`config.mk`:
```
export PLATFORM = sky130hd
export DESIGN_NAME = kernel_fdtd_2d_mac_pipe
export DESIGN_NICKNAME = d
export VERILOG_FILES = /design/src/rtl/kernel_fdtd_2d_mac_pipe.sv
export SDC_FILE = /design/constraint.sdc
export NUM_CORES = 1
export LEC_CHECK = 0
export ABC_AREA = 1
export BUFFER_PORTS_ARGS = -buffer_cell sky130_fd_sc_hd__clkbuf_2
export CORE_UTILIZATION = 45
export DETAILED_ROUTE_END_ITERATION = 12
export PLACE_DENSITY = 0.65
export SETUP_SLACK_MARGIN = 0.3
export SLEW_MARGIN = 20
export SYNTH_ARGS = -nofsm -noshare
export SYNTH_HDL_FRONTEND = slang
export SYNTH_SLANG_ARGS = --single-unit
```
`constraint.sdc`:
```
create_clock -name clk -period 6.3 [get_ports clk]
set_clock_uncertainty 0.2 [all_clocks]
set_input_delay 0.63 -clock clk [delete_from_list [all_inputs] [get_ports clk]]
set_output_delay 0.63 -clock clk [all_outputs]
set_load 0.05 [all_outputs]
```
`src/rtl/kernel_fdtd_2d_mac_pipe.sv`:
```
// Pipelined multiply / multiply-accumulate operator for the fdtd-2d datapath.
// Input register, NUM_STAGE-2 product stages, then the dout/accumulator register; all ce-gated.
module kernel_fdtd_2d_mac_pipe #(
  parameter int ID         = 1,
  parameter int NUM_STAGE  = 3,
  parameter int din0_WIDTH = 10,
  parameter int din1_WIDTH = 11,
  parameter int dout_WIDTH = 20,
  parameter int SIGNED     = 0
) (
  input  logic                  clk,
  input  logic                  reset,
  input  logic                  ce,
  input  logic [din0_WIDTH-1:0] din0,
  input  logic [din1_WIDTH-1:0] din1,
  input  logic                  din_vld,
  input  logic                  din_acc,
  output logic [dout_WIDTH-1:0] dout,
  output logic                  dout_vld
);

  localparam int PW = din0_WIDTH + din1_WIDTH;
  // ID is an instance tag only; folding it in as zero keeps it referenced.
  localparam int NP = NUM_STAGE - 2 + 0 * ID;

  logic [din0_WIDTH-1:0] r_a;
  logic [din1_WIDTH-1:0] r_b;
  logic                  r_vld1;
  logic                  r_acc1;
  logic [PW-1:0]         r_prod [NP];
  logic                  r_pvld [NP];
  logic                  r_pacc [NP];
  logic [dout_WIDTH-1:0] r_dout;
  logic                  r_dout_vld;

  logic                  w_sa;
  logic                  w_sb;
  logic [PW-1:0]         w_a_ext;
  logic [PW-1:0]         w_b_ext;
  logic [PW-1:0]         w_prod;
  logic [dout_WIDTH-1:0] w_fit;

  // Extending both operands to PW bits makes the low PW bits of the plain
  // product correct for both signed and unsigned operands.
  assign w_sa    = (SIGNED != 0) && r_a[din0_WIDTH-1];
  assign w_sb    = (SIGNED != 0) && r_b[din1_WIDTH-1];
  assign w_a_ext = {{din1_WIDTH{w_sa}}, r_a};
  assign w_b_ext = {{din0_WIDTH{w_sb}}, r_b};
  assign w_prod  = w_a_ext * w_b_ext;

  generate
    if (dout_WIDTH <= PW) begin : g_trunc
      assign w_fit = r_prod[NP-1][dout_WIDTH-1:0];
    end else begin : g_extend
      logic w_fs;
      assign w_fs  = (SIGNED != 0) && r_prod[NP-1][PW-1];
      assign w_fit = {{(dout_WIDTH-PW){w_fs}}, r_prod[NP-1]};
    end
  endgenerate

  always_ff @(posedge clk) begin
    if (!reset) begin
      r_a        <= '0;
      r_b        <= '0;
      r_vld1     <= 1'b0;
      r_acc1     <= 1'b0;
      for (int i = 0; i < NP; i++) begin
        r_prod[i] <= '0;
        r_pvld[i] <= 1'b0;
        r_pacc[i] <= 1'b0;
      end
      r_dout     <= '0;
      r_dout_vld <= 1'b0;
    end else if (ce) begin
      r_a       <= din0;
      r_b       <= din1;
      r_vld1    <= din_vld;
      r_acc1    <= din_acc;
      r_prod[0] <= w_prod;
      r_pvld[0] <= r_vld1;
      r_pacc[0] <= r_acc1;
      for (int i = 1; i < NP; i++) begin
        r_prod[i] <= r_prod[i-1];
        r_pvld[i] <= r_pvld[i-1];
        r_pacc[i] <= r_pacc[i-1];
      end
      // Bubbles leave the accumulator untouched; the add wraps modulo 2^dout_WIDTH.
      if (r_pvld[NP-1]) begin
        r_dout <= r_pacc[NP-1] ? (r_dout + w_fit) : w_fit;
      end
      r_dout_vld <= r_pvld[NP-1];
    end
  end

  assign dout     = r_dout;
  assign dout_vld = r_dout_vld;

endmodule

```
Word level (Yosys, flattened, before mapping)
Memories as Yosys holds them, arrays and structs flattened.
Cells that the tools add are included.
- logic and storage cells: 26
- memory bits (read-only): 0
- output and inout bits: 21
- memories: 3
- bits in latches: 0
- memory bits (writable): 23
- register bits after elaboration: 44
- order comparisons: 0
- divide/modulo/power cells: 0
- shifts and indexed selects: 0
- bitwise logic cells: 0
- multipliers: 1
- multiplexer cells: 11
- $add $sub $neg: 1
- reduce and logical (&&, ||, !) cells: 4
- equal/unequal tests: 0
- memory list (memory ; depth ; width ; rd ports ; clocked after Yosys merged registers in ; wr ports ; line ; text):
    r_prod ; 1 ; 21 ; 1 ; 0 ; 1 ; 30 ; logic [PW-1:0] r_prod [NP];
    r_pacc ; 1 ; 1 ; 1 ; 0 ; 1 ; 32 ; logic r_pacc [NP];
    r_pvld ; 1 ; 1 ; 1 ; 0 ; 1 ; 31 ; logic r_pvld [NP];
- operator list (operator ; number):
    $mul A10 B11 Y21 ; 1
    $mux W21 ; 1
    $reduce_or A21 Y1 ; 1
    $add A20 B20 Y20 ; 1
    $mux W20 ; 1
    $mux W1 ; 9
    $reduce_and A2 Y1 ; 1
    $reduce_or A1 Y1 ; 2

Longest topological paths before layout
Gate-level depths: netlist of the first run.
- depth in word-level cells: 5
- mapped depth: 22
- mapped depth without buffers: 21

Least setup slack after synthesis of the first run
Ideal clock, no wire load.
- path kind: reg-to-reg
- start point: register r_a[3]
- end point: memory r_prod[0][15] (netlist bit) (data pin)
- buffers on the path: 1
- required time: 5.845 ns
- cell stages (with the launch flop): 19
- path slack: 1.289 ns
- arrival: 4.556 ns
- library setup time: 0.255 ns
- clock period less this slack: 5.011 ns
- path through: dfxtp_1 clkbuf_1 nand2_1 fa_1 inv_1 fa_1 inv_1 fa_1 inv_1 fa_1 inv_1 fa_1 inv_1 ha_1 nand2_1 nor2_1 or3b_1 a21oi_1 nor2_1
- longest elaborated chain between the ends: 2
- RTL lines (item ; line ; text):
    start, declared ; 26 ; logic [din0_WIDTH-1:0] r_a;
    start signal, assigned ; 75 ; r_a <= din0;
    $mul A10 B11 Y21 ; 49 ; assign w_prod = w_a_ext * w_b_ext;
    $mux W21 (no source line) ; n/a ;
    end, declared ; 30 ;
Every way passes these cells.

Worst setup path after layout of the first run
- start point: register r_b[5]
- end point: memory r_prod[0][17] (netlist bit) (data pin)
- longest elaborated chain between the ends: 2
- RTL lines (item ; line ; text):
    start, declared ; 27 ; logic [din1_WIDTH-1:0] r_b;
    start signal, assigned ; 76 ; r_b <= din1;
    $mul A10 B11 Y21 ; 49 ;
    $mux W21 (no source line) ; n/a ;
Every way passes these cells.

==> impl_metrics.json, run 1 <==
{
  "outcome": "finished clean",
  "seqPwrFrac": 0.395,
  "grt_overflow": 0,
  "pre_cts_slack_ns": 1.066,
  "power.internal_mw": 0.8697,
  "io_buffers": 46,
  "min_path_type": "reg -> reg",
  "vias": 6216,
  "max_slew.worst_pin.slew_ns": 1.022,
  "ctsHoldBuffers": 0,
  "async_flop_share": 0,
  "hpwlAfterDp_mm": 13.46,
  "drv_slew": 0,
  "p_sw_mw": 0.4155,
  "place.gp.congestion": 0.8732,
  "fin_crit_sh": 0.8344,
  "htree_num_levels": 3,
  "hold_viol_final": 0,
  "cp_max_fo": 11,
  "p_total_mw": 1.285,
  "crit_path_end": "r_prod[0][17]",
  "r2r_end": "r_prod[0][17]",
  "hold_ws_ns": 0.2665,
  "initial_utilization": 0.4633,
  "drive_gt1_frac": 0.08626,
  "drv_cap": 0,
  "root_buffer": "clkbuf_16",
  "rsz0062_at_grt": "false",
  "finalWirelength_mm": 17.18,
  "synth_top_family_by_area": "adder cells",
  "synth.distinct_cells": 40,
  "ir_worst_vdd_v": 0.0001225,
  "final_core_util": 0.5049,
  "pwr-share-comb": 0.191,
  "synth_edf_count": 22,
  "postSynthCellCount": 1028,
  "yosys-top-cells-area": "fa_1 19%, nand2_1 14%, ha_1 12%",
  "core_mm2": 0.01594,
  "synth_area_mm2": 0.007386,
  "synth_simple_gate_area_frac": 0.2251,
  "cts_resized": 0,
  "synth_compound_area_frac": 0.1044,
  "synth-seq-area-share": 0.2087,
  "syn-num-nets": 1196,
  "grt_pass1_vias": 6078,
  "synth_commonest_cells": "278 x nand2_1, 209 x inv_1, 79 x nor2_1",
  "cp-startpoint": "r_b[5]",
  "relSlewSlack": 0.3188,
  "worstSetupPathType": "reg -> reg",
  "drtAntennaViolNets": 0,
  "clk_latency_ns": 0.35,
  "synth_top_cell_by_area": "fa_1",
  "drc": 0,
  "grt_max_degree": 47,
  "drt-initial-drc-count": 267,
  "cts.sinks": 66,
  "setup-tns-final_ns": 0,
  "r2r_slack_ns": 1.04,
  "setup_viol_count_final": 0,
  "clock_power_share": 0.414,
  "syn_to_final_growth_pct": 8.995,
  "start_kind": "flop",
  "num_rows": 46,
  "grtUsageTotal": 0.2209,
  "post_cts_buffers": 0,
  "ys_seq_elements": 66,
  "yosys_warnings": 0,
  "die-area_mm2": 0.01693,
  "synth_xor_area_frac": 0.01897,
  "period_needed_ns": 5.257,
  "clk_path_buf_depth": 2,
  "clk_pin_slew_ns": 0.06,
  "synth_area_per_cell_um2": 7.185,
  "r2r_start": "r_b[5]",
  "synth_flop_cell": "dfxtp_1",
  "grt_pass1_wl_mm": 28.92,
  "synthAdderAreaFrac": 0.3117,
  "pin_count": 47,
  "final_nets": 1218,
  "fp.dieW_um": 130.1,
  "diodes": 0,
  "switching_share": 0.3233,
  "worstSetupEndpointType": "flop",
  "via_per_inst": 4.891,
  "routedWlPerCell_um": 13.51,
  "p_per_area_mw_per_mm2": 159.6,
  "first_pass_iters": 4,
  "arrival_ns": 5.15,
  "synth_mux_area_frac": 0,
  "setup_slack_ns": 1.043,
  "cts_tree": "built",
  "yosysTopAreaCellShare": 0.1897,
  "antenna_found_initial": 0,
  "r2r_cells": 20,
  "required_ns": 6.20,
  "fmax_mhz": 190.2,
  "power.leakage_nw": 4.447,
  "hold_depth": 2,
  "synth_most_common_cell": "nand2_1",
  "die_h_um": 130.1,
  "cts_buffers": 9
}
worst min path at each step:
stage | end | slack, ns | start
3_3_place_gp | dout_vld | 0.25 | dout_vld
3_5_place_dp | dout_vld | 0.26 | dout_vld
5_1_grt | dout_vld | 0.28 | dout_vld
6_report | dout_vld | 0.27 | dout_vld
4_1_cts | dout_vld | 0.27 | dout_vld
2_1_floorplan | r_b[1] | 0.23 | r_b[1]
cell type report:
class	count	area, um2
clock inverters	6	63.81
flip-flops and latches	66	1541
well taps	216	270.3
fillers	1655	7893
clock buffers	10	239.0
multi-input cells	707	4876
repair buffers	47	237.7
inverters	219	822.0
state kept, by name (all words and copies together), names as in the netlist:
signal    flops
r_vld1        1
dout_vld      1
r_pvld        1
r_b          11
r_pacc        1
r_acc1        1
r_a          10
dout         20
r_prod       20
worst max-delay path, cell delays in order, from the launching register on:
cell	delay [ns]
dfxtp_1	0.57
nand2_1	0.14
fa_1	0.55
inv_1	0.05
fa_1	0.51
inv_1	0.05
fa_1	0.47
inv_1	0.05
fa_1	0.52
inv_1	0.05
fa_1	0.53
inv_1	0.04
ha_1	0.34
a21oi_1	0.30
inv_1	0.07
a21oi_1	0.16
o211ai_2	0.14
nand2_1	0.08
nand3b_1	0.07
nand2_1	0.06
nor2_1	0.04
metal layers:
layer  part of all wire  global-route usage  vias to the layer above
met5                  0                   0                        -
met2               0.47              0.3808                      113
li1                   -                   -                     3198
met4              0.024             0.07934                        0
met1               0.47              0.2803                     2877
met3              0.032             0.03362                       28
power by group through the flow:
stage,clock network (mW),logic [mW],registers [mW]
2_1_floorplan,0,0.196,0.501
3_3_place_gp,0,0.244,0.515
3_5_place_dp,0,0.247,0.517
4_1_cts,0.547,0.249,0.507
5_1_grt,0.561,0.285,0.512
6_report,0.532,0.246,0.508
cell families after synthesis:
group	count (synthesis)
AOI/OAI and AO/OA	135
xor gates and xnor gates	16
adders and majority gates	142
buffers and inverters	255
DFF	66
and+or+nand+nor	414
layout by cell type (no fill, tap or decap), types with 5 or more instances in the layout:
| cell | synthesis | routed |
|---|---|---|
| edfxtp_1 | 22 | 22 |
| dfxtp_1 | 44 | 44 |
| nor2_1 | 79 | 79 |
| xnor2_1 | 8 | 8 |
| xor2_1 | 8 | 8 |
| nand2_1 | 278 | 278 |
| o21ai_0 | 24 | 24 |
| inv_2 | 8 | 9 |
| clkbuf_16 | 0 | 9 |
| o21a_1 | 5 | 5 |
| a21oi_1 | 62 | 62 |
| nor3_1 | 6 | 6 |
| fa_1 | 70 | 70 |
| inv_1 | 209 | 209 |
| o21ai_1 | 24 | 24 |
| ha_1 | 72 | 72 |
| nand3_1 | 33 | 33 |
| o21bai_1 | 5 | 5 |
| clkbuf_2 | 0 | 46 |
per-stage QoR:
| stage | instances | cell area (um2) |
|---|---|---|
| 6_report | 1271 | 8050 |
| 2_1_floorplan | 1028 | 7386 |
| 4_1_cts | 1271 | 8050 |
| 3_5_place_dp | 1255 | 7747 |
| 3_3_place_gp | 1255 | 7747 |
| 5_1_grt | 1271 | 8050 |
No activity file was read; power rests on OpenSTA's default activity.
==> inputs of run 2 (changes only) <==
--- a/config.mk
+++ b/config.mk
@@ -5,7 +5,7 @@
 export SDC_FILE = /design/constraint.sdc
 export NUM_CORES = 1
 export LEC_CHECK = 0
-export ABC_AREA = 1
+export ABC_AREA = 0
 export BUFFER_PORTS_ARGS = -buffer_cell sky130_fd_sc_hd__clkbuf_2
 export CORE_UTILIZATION = 45
 export DETAILED_ROUTE_END_ITERATION = 12
==> constraint.sdc (replaced) <==
create_clock -name clk -period 5.3 [get_ports clk]
set_clock_uncertainty 0.2 [all_clocks]
set_input_delay 0.53 -clock clk [delete_from_list [all_inputs] [get_ports clk]]
set_output_delay 0.53 -clock clk [all_outputs]
set_load 0.05 [all_outputs]
==> run 2 against run 1 <==
The flow now finishes with violations (design-rule violations, negative setup slack). Sequential share of layout area grew 0.19 points. Via count shrank 12%. Maximum frequency shrank 2.7%. Largest power group is now registers. Critical path depth is the same.
==> impl_metrics.json, run 2 <==
{
  "cpMostUsedCell": "fa_1",
  "yosysTopAreaCellShare": 0.2036,
  "outcome": "finished with violations",
  "min_path_type": "in -> reg",
  "worstSetupPathType": "reg -> reg",
  "max_slew.worst_pin.slew_ns": 0.9999,
  "arrival_ns": 5.28,
  "vias": 5457,
  "synth_edf_count": 22,
  "grt_max_degree": 38,
  "hold_viol_final": 0,
  "fin_crit_sh": 1.019,
  "die_h_um": 125.7,
  "rsz0062_at_grt": "true",
  "period_needed_ns": 5.400,
  "hpwlAfterDp_mm": 12.20,
  "antenna_found_initial": 0,
  "routedWlPerCell_um": 14.96,
  "place.gp.congestion": 0.9043,
  "final_nets": 1000,
  "drt-initial-drc-count": 253,
  "hold_ws_ns": 0.2151,
  "yosys_warnings": 0,
  "synth_area_mm2": 0.006883,
  "drive_gt1_frac": 0.1768,
  "fp.dieW_um": 125.7,
  "cp_cell_sequence": "nand2_4 -> fa_1 -> inv_1 -> fa_1 -> inv_1 -> fa_1 -> inv_1 -> fa_1 -> inv_1 -> fa_1 -> inv_2 -> ha_4 -> a211o_1 -> o311a_1 -> o41ai_2 -> o21ai_1 -> o41ai_2 -> buf_4 -> xor2_2 -> nor2_1",
  "ys_seq_elements": 66,
  "cts.sinks": 66,
  "grt_pass1_wl_mm": 25.54,
  "cts_buffers": 9,
  "syn-num-nets": 927,
  "yosys-top-cells-area": "fa_1 20%, ha_1 13%, dfxtp_1 13%",
  "final_cell_mix": "81 x inv_1, 73 x nor2_1, 70 x nand2_1, 69 x fa_1, 69 x ha_1",
  "pre_cts_slack_ns": -0.2817,
  "cp_max_fo": 2,
  "clk_path_buf_depth": 2,
  "synth.distinct_cells": 48,
  "synth-seq-area-share": 0.2240,
  "num_rows": 44,
  "root_buffer": "clkbuf_16",
  "grt_overflow": 0,
  "postSynthCellCount": 759,
  "first_pass_iters": 8,
  "synth_commonest_cells": "82 x inv_1, 75 x nor2_1, 72 x ha_1, 72 x nand2_1, 70 x fa_1",
  "critPathMaxStageDelay_ns": 0.54,
  "fmax_mhz": 185.2,
  "clk_latency_ns": 0.35,
  "ir_worst_vdd_v": 0.0001428,
  "final_common_cell": "inv_1",
  "grt_pass1_vias": 5529,
  "p_per_area_mw_per_mm2": 189.6,
  "initial_utilization": 0.4665,
  "critPathSlowestCell": "fa_1",
  "diodes": 0,
  "drc": 6,
  "synth_top_cell_by_area": "fa_1",
  "required_ns": 5.18,
  "violations": "design-rule violations, negative setup slack",
  "pin_count": 47,
  "core_mm2": 0.01475,
  "via_per_inst": 5.345,
  "clk_pin_slew_ns": 0.06,
  "relSlewSlack": 0.3334,
  "drtAntennaViolNets": 0,
  "async_flop_share": 0,
  "worstSetupEndpointType": "flop",
  "power.leakage_nw": 4.112,
  "cts_tree": "built",
  "die-area_mm2": 0.01579,
  "io_buffers": 46,
  "setup_viol_count_final": 2,
  "htree_num_levels": 3,
  "finalWirelength_mm": 15.27,
  "setup_slack_ns": -0.1004,
  "syn_to_final_growth_pct": 17.02,
  "synth_area_per_cell_um2": 9.068,
  "synth_most_common_cell": "inv_1",
  "synth_flop_cell": "dfxtp_1",
  "start_kind": "flop",
  "drv_cap": 0,
  "drv_slew": 0,
  "grtUsageTotal": 0.2034
}
run 2: area by class of cell:
type,instances,area (um2)
clock buffer,9,225.2
clock inverter,7,46.29
tap,184,230.2
fill,1314,6700
sequential,66,1558
multi-input combinational,573,5032
timing repair buffer,100,654.4
inverter,82,307.8
run 2: final timing paths:
kind              startpoint       endpoint  slack, ns  cells after the start
hold / removal       din1[0]         r_b[0]       0.22                      3
hold reg to reg     dout_vld       dout_vld       0.28                      2
setup / recovery      r_a[1]  r_prod[0][17]      -0.10                     20
setup reg to reg      r_a[1]  r_prod[0][17]      -0.10                     20
run 2: critical path: cells and delay by family, from the launching register on:
family	cells	cell delay, ns
AO/OA/AOI/OAI	5	1.28
flip-flops	1	0.36
AND/OR/NAND/NOR	2	0.10
buffers and inverters	6	0.45
adder cells (fa/ha/maj)	6	2.65
XOR/XNOR	1	0.13
run 2: what timing repair did:
item / in CTS / in global routing
hold buffers: 0 / 0
endpoints found under the setup margin: 9 / 9
pin swaps: 11 / 4
cloned: 0 / 0
setup buffers: 3 / 1
resized for setup: 20 / 9
run 2: per-layer routing:
layer / global-route usage / vias to the layer above / part of all wire
met3: 0.03993 / 27 / 0.032
met2: 0.3539 / 97 / 0.49
met1: 0.2428 / 2663 / 0.45
met5: 0 / - / 0
li1: - / 2670 / -
met4: 0.09254 / 0 / 0.027
run 2: cells by family after synthesis:
logic type               share of synthesized area
AND/OR/NAND/NOR                             0.1707
AO/OA/AOI/OAI                               0.1094
adder cells (fa/ha/maj)                     0.3345
flip-flops                                  0.2240
multiplexers                               0.05399
XOR/XNOR                                   0.04199
buffers and inverters                      0.06544
run 2: stage by stage:
step / area (um2) / TNS, ns / utilization / cells / total power [mW]
floorplan: 6995 / -0.1310 / - / 759 / 0.8638
global placement: 7621 / -0.3464 / 0.5165 / 1001 / 0.9641
detailed placement: 7621 / -0.5826 / 0.5165 / 1001 / 0.9733
CTS: 8004 / -0.1871 / 0.5425 / 1020 / 1.533
global route: 8054 / -1.039 / 0.5459 / 1021 / 1.606
finish: 8054 / -0.1650 / 0.5459 / 1021 / 1.527
run 2: power by group:
| part | leakage [nW] | internal (mW) | switching [mW] |
|---|---|---|---|
| Clock | 0.129 | 0.314 | 0.242 |
| Sequential | 0.609 | 0.554 | 0.0272 |
| Combinational | 3.37 | 0.164 | 0.226 |
| Total | 4.11 | 1.03 | 0.495 |
